`src/rtl/if_id_decode_if.sv`:
```
// Fetch-to-decode bundle: fetch/hazard inputs into the IF/ID register and the
// decoded instruction fields and controls coming back out.
interface if_id_decode_if #(
  parameter int PC_WIDTH = 32
);
  logic                in_valid;
  logic [31:0]         in_instr;
  logic [PC_WIDTH-1:0] in_pc;
  logic                stall;
  logic                flush;
  logic                in_ready;
  logic                out_valid;
  logic [31:0]         out_instr;
  logic [PC_WIDTH-1:0] out_pc;
  logic [5:0]          opcode;
  logic [5:0]          funct;
  logic [4:0]          rs;
  logic [4:0]          rt;
  logic [4:0]          rd;
  logic [4:0]          shamt;
  logic [15:0]         imm;
  logic                sign_ext;
  logic                reg_write;
  logic                reg_dst;
  logic                alu_src;
  logic                mem_read;
  logic                mem_write;
  logic                branch;
  logic                jump;
  logic                illegal;

  modport master (
    output in_valid, in_instr, in_pc, stall, flush,
    input  in_ready, out_valid, out_instr, out_pc, opcode, funct, rs, rt, rd,
           shamt, imm, sign_ext, reg_write, reg_dst, alu_src, mem_read,
           mem_write, branch, jump, illegal
  );

  modport slave (
    input  in_valid, in_instr, in_pc, stall, flush,
    output in_ready, out_valid, out_instr, out_pc, opcode, funct, rs, rt, rd,
           shamt, imm, sign_ext, reg_write, reg_dst, alu_src, mem_read,
           mem_write, branch, jump, illegal
  );
endinterface

```
`src/rtl/if_id_decode.sv`:
```
// IF/ID pipeline register with flush/stall priority and combinational MIPS-style
// field slicing and control decode from the registered instruction word.
module if_id_decode #(
  parameter int          PC_WIDTH  = 32,
  parameter logic [31:0] NOP_INSTR = 32'h0000_0000
) (
  input  logic          clk,
  input  logic          rst_n,
  if_id_decode_if.slave bus
);

  typedef struct packed {
    logic sign_ext;
    logic reg_write;
    logic reg_dst;
    logic alu_src;
    logic mem_read;
    logic mem_write;
    logic branch;
    logic jump;
    logic illegal;
  } ctrl_t;

  function automatic ctrl_t decode_ctrl(input logic [5:0] op);
    ctrl_t c;
    c = '0;
    case (op)
      6'h00: begin c.reg_write = 1'b1; c.reg_dst = 1'b1; end
      6'h08, 6'h09, 6'h0A, 6'h0B: begin
        c.reg_write = 1'b1; c.alu_src = 1'b1; c.sign_ext = 1'b1;
      end
      6'h0C, 6'h0D, 6'h0E, 6'h0F: begin
        c.reg_write = 1'b1; c.alu_src = 1'b1;
      end
      6'h23: begin
        c.reg_write = 1'b1; c.alu_src = 1'b1; c.mem_read = 1'b1; c.sign_ext = 1'b1;
      end
      6'h2B: begin c.alu_src = 1'b1; c.mem_write = 1'b1; c.sign_ext = 1'b1; end
      6'h04, 6'h05: begin c.branch = 1'b1; c.sign_ext = 1'b1; end
      6'h02: c.jump = 1'b1;
      6'h03: begin c.jump = 1'b1; c.reg_write = 1'b1; end
      default: c.illegal = 1'b1;
    endcase
    return c;
  endfunction

  logic                vld_p1;
  logic [31:0]         instr_p1;
  logic [PC_WIDTH-1:0] pc_p1;
  ctrl_t               ctrl;

  assign bus.in_ready = !bus.stall;

  // Stage p0 -> p1: flush beats stall beats load; a bubble keeps the old pc
  always_ff @(posedge clk or negedge rst_n) begin
    if (!rst_n) begin
      vld_p1   <= 1'b0;
      instr_p1 <= NOP_INSTR;
      pc_p1    <= '0;
    end else if (bus.flush) begin
      vld_p1   <= 1'b0;
      instr_p1 <= NOP_INSTR;
      pc_p1    <= '0;
    end else if (!bus.stall) begin
      if (bus.in_valid) begin
        vld_p1   <= 1'b1;
        instr_p1 <= bus.in_instr;
        pc_p1    <= bus.in_pc;
      end else begin
        vld_p1   <= 1'b0;
        instr_p1 <= NOP_INSTR;
      end
    end
  end

  // Stage p1 decode: controls are forced low whenever the slot is empty
  always_comb begin
    ctrl = '0;
    if (vld_p1) ctrl = decode_ctrl(instr_p1[31:26]);
  end

  assign bus.out_valid = vld_p1;
  assign bus.out_instr = instr_p1;
  assign bus.out_pc    = pc_p1;
  assign bus.opcode    = instr_p1[31:26];
  assign bus.rs        = instr_p1[25:21];
  assign bus.rt        = instr_p1[20:16];
  assign bus.rd        = instr_p1[15:11];
  assign bus.shamt     = instr_p1[10:6];
  assign bus.funct     = instr_p1[5:0];
  assign bus.imm       = instr_p1[15:0];
  assign bus.sign_ext  = ctrl.sign_ext;
  assign bus.reg_write = ctrl.reg_write;
  assign bus.reg_dst   = ctrl.reg_dst;
  assign bus.alu_src   = ctrl.alu_src;
  assign bus.mem_read  = ctrl.mem_read;
  assign bus.mem_write = ctrl.mem_write;
  assign bus.branch    = ctrl.branch;
  assign bus.jump      = ctrl.jump;
  assign bus.illegal   = ctrl.illegal;

endmodule

```
`src/flat_wrapper.sv`:
```
// flat-port wrapper written by rule: the top's interface ports become plain ports
module if_id_decode_flat 
#(
  parameter int          PC_WIDTH  = 32,
  parameter logic [31:0] NOP_INSTR = 32'h0000_0000
)
  (clk, rst_n, bus_in_valid, bus_in_instr, bus_in_pc, bus_stall, bus_flush, bus_in_ready, bus_out_valid, bus_out_instr, bus_out_pc, bus_opcode, bus_funct, bus_rs, bus_rt, bus_rd, bus_shamt, bus_imm, bus_sign_ext, bus_reg_write, bus_reg_dst, bus_alu_src, bus_mem_read, bus_mem_write, bus_branch, bus_jump, bus_illegal);
  if_id_decode_if #(.PC_WIDTH(PC_WIDTH)) bus_i ();
  input  logic clk;
  input  logic rst_n;
  input wire logic [$bits(bus_i.in_valid)-1:0] bus_in_valid;
  input wire logic [$bits(bus_i.in_instr)-1:0] bus_in_instr;
  input wire logic [$bits(bus_i.in_pc)-1:0] bus_in_pc;
  input wire logic [$bits(bus_i.stall)-1:0] bus_stall;
  input wire logic [$bits(bus_i.flush)-1:0] bus_flush;
  output wire logic [$bits(bus_i.in_ready)-1:0] bus_in_ready;
  output wire logic [$bits(bus_i.out_valid)-1:0] bus_out_valid;
  output wire logic [$bits(bus_i.out_instr)-1:0] bus_out_instr;
  output wire logic [$bits(bus_i.out_pc)-1:0] bus_out_pc;
  output wire logic [$bits(bus_i.opcode)-1:0] bus_opcode;
  output wire logic [$bits(bus_i.funct)-1:0] bus_funct;
  output wire logic [$bits(bus_i.rs)-1:0] bus_rs;
  output wire logic [$bits(bus_i.rt)-1:0] bus_rt;
  output wire logic [$bits(bus_i.rd)-1:0] bus_rd;
  output wire logic [$bits(bus_i.shamt)-1:0] bus_shamt;
  output wire logic [$bits(bus_i.imm)-1:0] bus_imm;
  output wire logic [$bits(bus_i.sign_ext)-1:0] bus_sign_ext;
  output wire logic [$bits(bus_i.reg_write)-1:0] bus_reg_write;
  output wire logic [$bits(bus_i.reg_dst)-1:0] bus_reg_dst;
  output wire logic [$bits(bus_i.alu_src)-1:0] bus_alu_src;
  output wire logic [$bits(bus_i.mem_read)-1:0] bus_mem_read;
  output wire logic [$bits(bus_i.mem_write)-1:0] bus_mem_write;
  output wire logic [$bits(bus_i.branch)-1:0] bus_branch;
  output wire logic [$bits(bus_i.jump)-1:0] bus_jump;
  output wire logic [$bits(bus_i.illegal)-1:0] bus_illegal;
  assign bus_i.in_valid = bus_in_valid;
  assign bus_i.in_instr = bus_in_instr;
  assign bus_i.in_pc = bus_in_pc;
  assign bus_i.stall = bus_stall;
  assign bus_i.flush = bus_flush;
  assign bus_in_ready = bus_i.in_ready;
  assign bus_out_valid = bus_i.out_valid;
  assign bus_out_instr = bus_i.out_instr;
  assign bus_out_pc = bus_i.out_pc;
  assign bus_opcode = bus_i.opcode;
  assign bus_funct = bus_i.funct;
  assign bus_rs = bus_i.rs;
  assign bus_rt = bus_i.rt;
  assign bus_rd = bus_i.rd;
  assign bus_shamt = bus_i.shamt;
  assign bus_imm = bus_i.imm;
  assign bus_sign_ext = bus_i.sign_ext;
  assign bus_reg_write = bus_i.reg_write;
  assign bus_reg_dst = bus_i.reg_dst;
  assign bus_alu_src = bus_i.alu_src;
  assign bus_mem_read = bus_i.mem_read;
  assign bus_mem_write = bus_i.mem_write;
  assign bus_branch = bus_i.branch;
  assign bus_jump = bus_i.jump;
  assign bus_illegal = bus_i.illegal;
  if_id_decode #(.PC_WIDTH(PC_WIDTH), .NOP_INSTR(NOP_INSTR)) u_core (.clk(clk), .rst_n(rst_n), .bus(bus_i));
endmodule
```
`config.mk`:
```
export PLATFORM = sky130hd
export DESIGN_NAME = if_id_decode_flat
export DESIGN_NICKNAME = d
export VERILOG_FILES = /design/src/rtl/if_id_decode_if.sv /design/src/rtl/if_id_decode.sv /design/src/flat_wrapper.sv
export SDC_FILE = /design/constraint.sdc
export NUM_CORES = 1
export LEC_CHECK = 0
export ABC_CLOCK_PERIOD_IN_PS = 1200
export BUFFER_PORTS_ARGS = -buffer_cell sky130_fd_sc_hd__buf_2
export CAP_MARGIN = 15
export CORE_MARGIN = 2
export CORE_UTILIZATION = 37
export DETAILED_ROUTE_END_ITERATION = 10
export PLACE_DENSITY = 0.84
export RECOVER_POWER = 25
export SETUP_SLACK_MARGIN = 0.05
export SYNTH_ARGS = -nofsm -noshare
export SYNTH_HDL_FRONTEND = slang
export SYNTH_SLANG_ARGS = --single-unit
```
`constraint.sdc`:
```
create_clock -name clk -period 1.2 [get_ports clk]
set_input_delay 0.24 -clock clk [delete_from_list [all_inputs] [get_ports clk]]
set_output_delay 0.24 -clock clk [all_outputs]
set_load 0.02 [all_outputs]
```
==> flow_metrics.env <==
export IMPL_area_growth_pct=64.4
export IMPL_hp_class="input port to flip-flop"
export IMPL_grt_pass1_vias=2426
export IMPL_drcViolationCount=0
export IMPL_place_worst_setup_slack_ns=-0.346
export IMPL_critPathBufInv=1
export IMPL_cts_buffer_depth=2
export IMPL_worstSetupEndpointType="output port"
export IMPL_crit_family="simple AND/OR/NAND/NOR gates"
export IMPL_yosys_warnings=0
export IMPL_vias=2484
export IMPL_gp_congestion=0.763
export IMPL_violations="setup timing"
export IMPL_vdd_ir_drop_max_v=0.000699
export IMPL_grt_pass1_wl_mm=12.0
export IMPL_timing_rr_end="u_core.bus.out_instr[26]$_DFFE_PN0P_"
export IMPL_rsz0062_at_grt="true"
export IMPL_rows=31
export IMPL_power_mw=4.96
export IMPL_die_area_um2=8350
export IMPL_hold_start="bus_in_pc[28]"
export IMPL_overflow=0
export IMPL_synth_top_family_by_area="compound AO/OA/AOI/OAI gates"
export IMPL_pwr_density_cell_nw_per_um2=1070
export IMPL_hold_end="u_core.bus.out_pc[28]$_DFFE_PN0P_"
export IMPL_rr_startpoint="u_core.bus.out_instr[26]$_DFFE_PN0P_"
export IMPL_avgSynthCellArea_um2=12.7
export IMPL_antenna_found_initial=0
export IMPL_clock_fmax_mhz=554
export IMPL_yosys_area_share_simple=0.0430
export IMPL_pin_count=192
export IMPL_yosysSeqAreaShare=0.576
export IMPL_portBuffers=191
export IMPL_place_area_um2=3690
export IMPL_crit_path_start_kind="flip-flop"
export IMPL_grt_use_total=0.178
export IMPL_clock_latency_ns=0.32
export IMPL_dr_first_iter_drc_count=58
export IMPL_cts_tree="yes"
export IMPL_maxCapViolCount=0
export IMPL_slew_viol_final=0
export IMPL_syn_cell_area_um2=2820
export IMPL_critical_path_cell_chain="nand2b_4, or4_4, nor3_4, buf_6"
export IMPL_arrival_ns=1.57
export IMPL_criticalPathCategory="flip-flop to output port"
export IMPL_fin_crit_sh=1.51
export IMPL_worstMarginPinSlew_ns=0.688
export IMPL_setup_violations=22
export IMPL_syn_nets=291
export IMPL_synthDistinctLibCells=24
export IMPL_clk_pin_slew_worst_paths_ns=0.07
export IMPL_cpPeakStageDelay_ns=0.45
export IMPL_cp_required_ns=0.96
export IMPL_coreArea_um2=7330
export IMPL_yosys_mux_area_fraction=0
export IMPL_start_util=0.385
export IMPL_clock_root_buffer="clkbuf_8"
export IMPL_syn_inst=222
export IMPL_most_common_layout_cells="107 x buf_2, 89 x buf_6, 64 x a22o_1"
export IMPL_cp_max_fo=2
export IMPL_cts_buffers_inserted=9
export IMPL_hpwl_mm=5.25
export IMPL_reg2reg_depth=3
export IMPL_dr_pass1_iters=5
export IMPL_cellLeakagePower_nw=2.48
export IMPL_wl_per_cell_um=16.1
export IMPL_slew_headroom=0.541
export IMPL_dieWidth_um=91.4
export IMPL_synthFlopType="dfrtp_1"
export IMPL_postRouteAntennaNets=0
export IMPL_outcome="finished with violations"
export IMPL_synth_edff_count=0
export IMPL_synth_fa_ha_area_frac=0
export IMPL_stdcell_area_um2=4640
export IMPL_die_h_um=91.4
export IMPL_grt_start_max_net_pins=34
export IMPL_whs_ns=0.136
export IMPL_setup_ws_ns=-0.607
export IMPL_layout_nets=476
export IMPL_timing_reg2reg_setup_slack_ns=0.17
export IMPL_viasPerCell=4.87
export IMPL_worst_path_max_delay_cell="or4_4"
export IMPL_antenna_cells=0
export IMPL_ys_ff_latch=65
export IMPL_post_route_min_period_ns=1.81
export IMPL_clock_sinks=65
export IMPL_fin_skew_ns=0
export IMPL_routed_wl_mm=8.19
export IMPL_finalHoldViolCount=0
export IMPL_async_reset_ff_frac=1.00
export IMPL_htree_levels=3
export IMPL_synth_xor_area_frac=0
export IMPL_drive_gt1_frac=0.684
export IMPL_final_common_cell="buf_2"
export IMPL_fin_util=0.633
export IMPL_synth_compound_area_frac=0.219
export IMPL_min_path_cells=2
stage by stage:
stage                     std cells  TNS, ns
after floorplan                 222    -2.23
after global placement          470   -17.17
after detailed placement        471    -5.63
after CTS                       492    -6.07
after global routing            510    -8.37
final                           510    -6.53
how the worst max path moves through the flow:
stage / start / to / cells after the start
finish: u_core.bus.out_instr[30]$_DFFE_PN0P_ / bus_reg_dst / 4
global route: u_core.bus.out_instr[28]$_DFFE_PN0P_ / bus_sign_ext / 5
CTS: u_core.bus.out_instr[30]$_DFFE_PN0P_ / bus_reg_dst / 4
detailed placement: u_core.bus.out_instr[28]$_DFFE_PN0P_ / bus_mem_write / 4
global placement: bus_in_valid / u_core.bus.out_pc[3]$_DFFE_PN0P_ / 3
floorplan: u_core.bus.out_instr[30]$_DFFE_PN0P_ / bus_reg_dst / 3
cells by family (layout without fill, tap and decap cells):
group | after synthesis | after routing
flops | 65 | 65
simple gates | 19 | 19
compound gates | 73 | 73
buf+inv | 65 | 254
metal layers:
layer / routed length, um / track usage / vias up
li1: - / - / 1130
met1: 3000 / 0.205 / 1224
met2: 4500 / 0.321 / 115
met3: 555 / 0.0423 / 15
met4: 134 / 0.0631 / 0
met5: 0 / 0 / -
where the power goes:
part	leakage [nW]	total (mW)	internal [mW]	switching [mW]
clock network	0.0838	1.57	0.856	0.718
logic	1.54	1.00	0.492	0.510
registers	0.855	2.38	2.29	0.0925
total	2.48	4.96	3.64	1.32
synthesized netlist by cell type, types with 2 or more instances:
| cell | instances | area (um2) |
|---|---|---|
| nor3_1 | 2 | 10.0 |
| a31oi_1 | 2 | 12.5 |
| nor2_1 | 7 | 26.3 |
| dfrtp_1 | 65 | 1630 |
| a22o_1 | 64 | 561 |
| buf_4 | 54 | 405 |
| inv_1 | 2 | 7.51 |
| a21oi_1 | 3 | 15.0 |
| buf_2 | 8 | 40.0 |
state kept, by name, indices dropped and copies added (netlist names):
register / flops
u_core.bus.out_valid: 1
u_core.bus.out_pc: 32
u_core.bus.out_instr: 32
area by class of cell:
class	instances	area (um2)
Clock buffer	15	166
Fill cell	584	2690
Tap cell	99	124
Timing Repair Buffer	236	1870
Sequential cell	65	1650
Inverter	3	11.3
Multi-Input combinational cell	92	821
repair_timing:
item,in CTS,in global routing
hold endpoints to repair,65,0
setup endpoints to repair,40,93
hold buffers,1,0
resized for setup,70,128
pin swaps,4,3
setup buffers,5,21
Power figures use the tool's default switching activity.
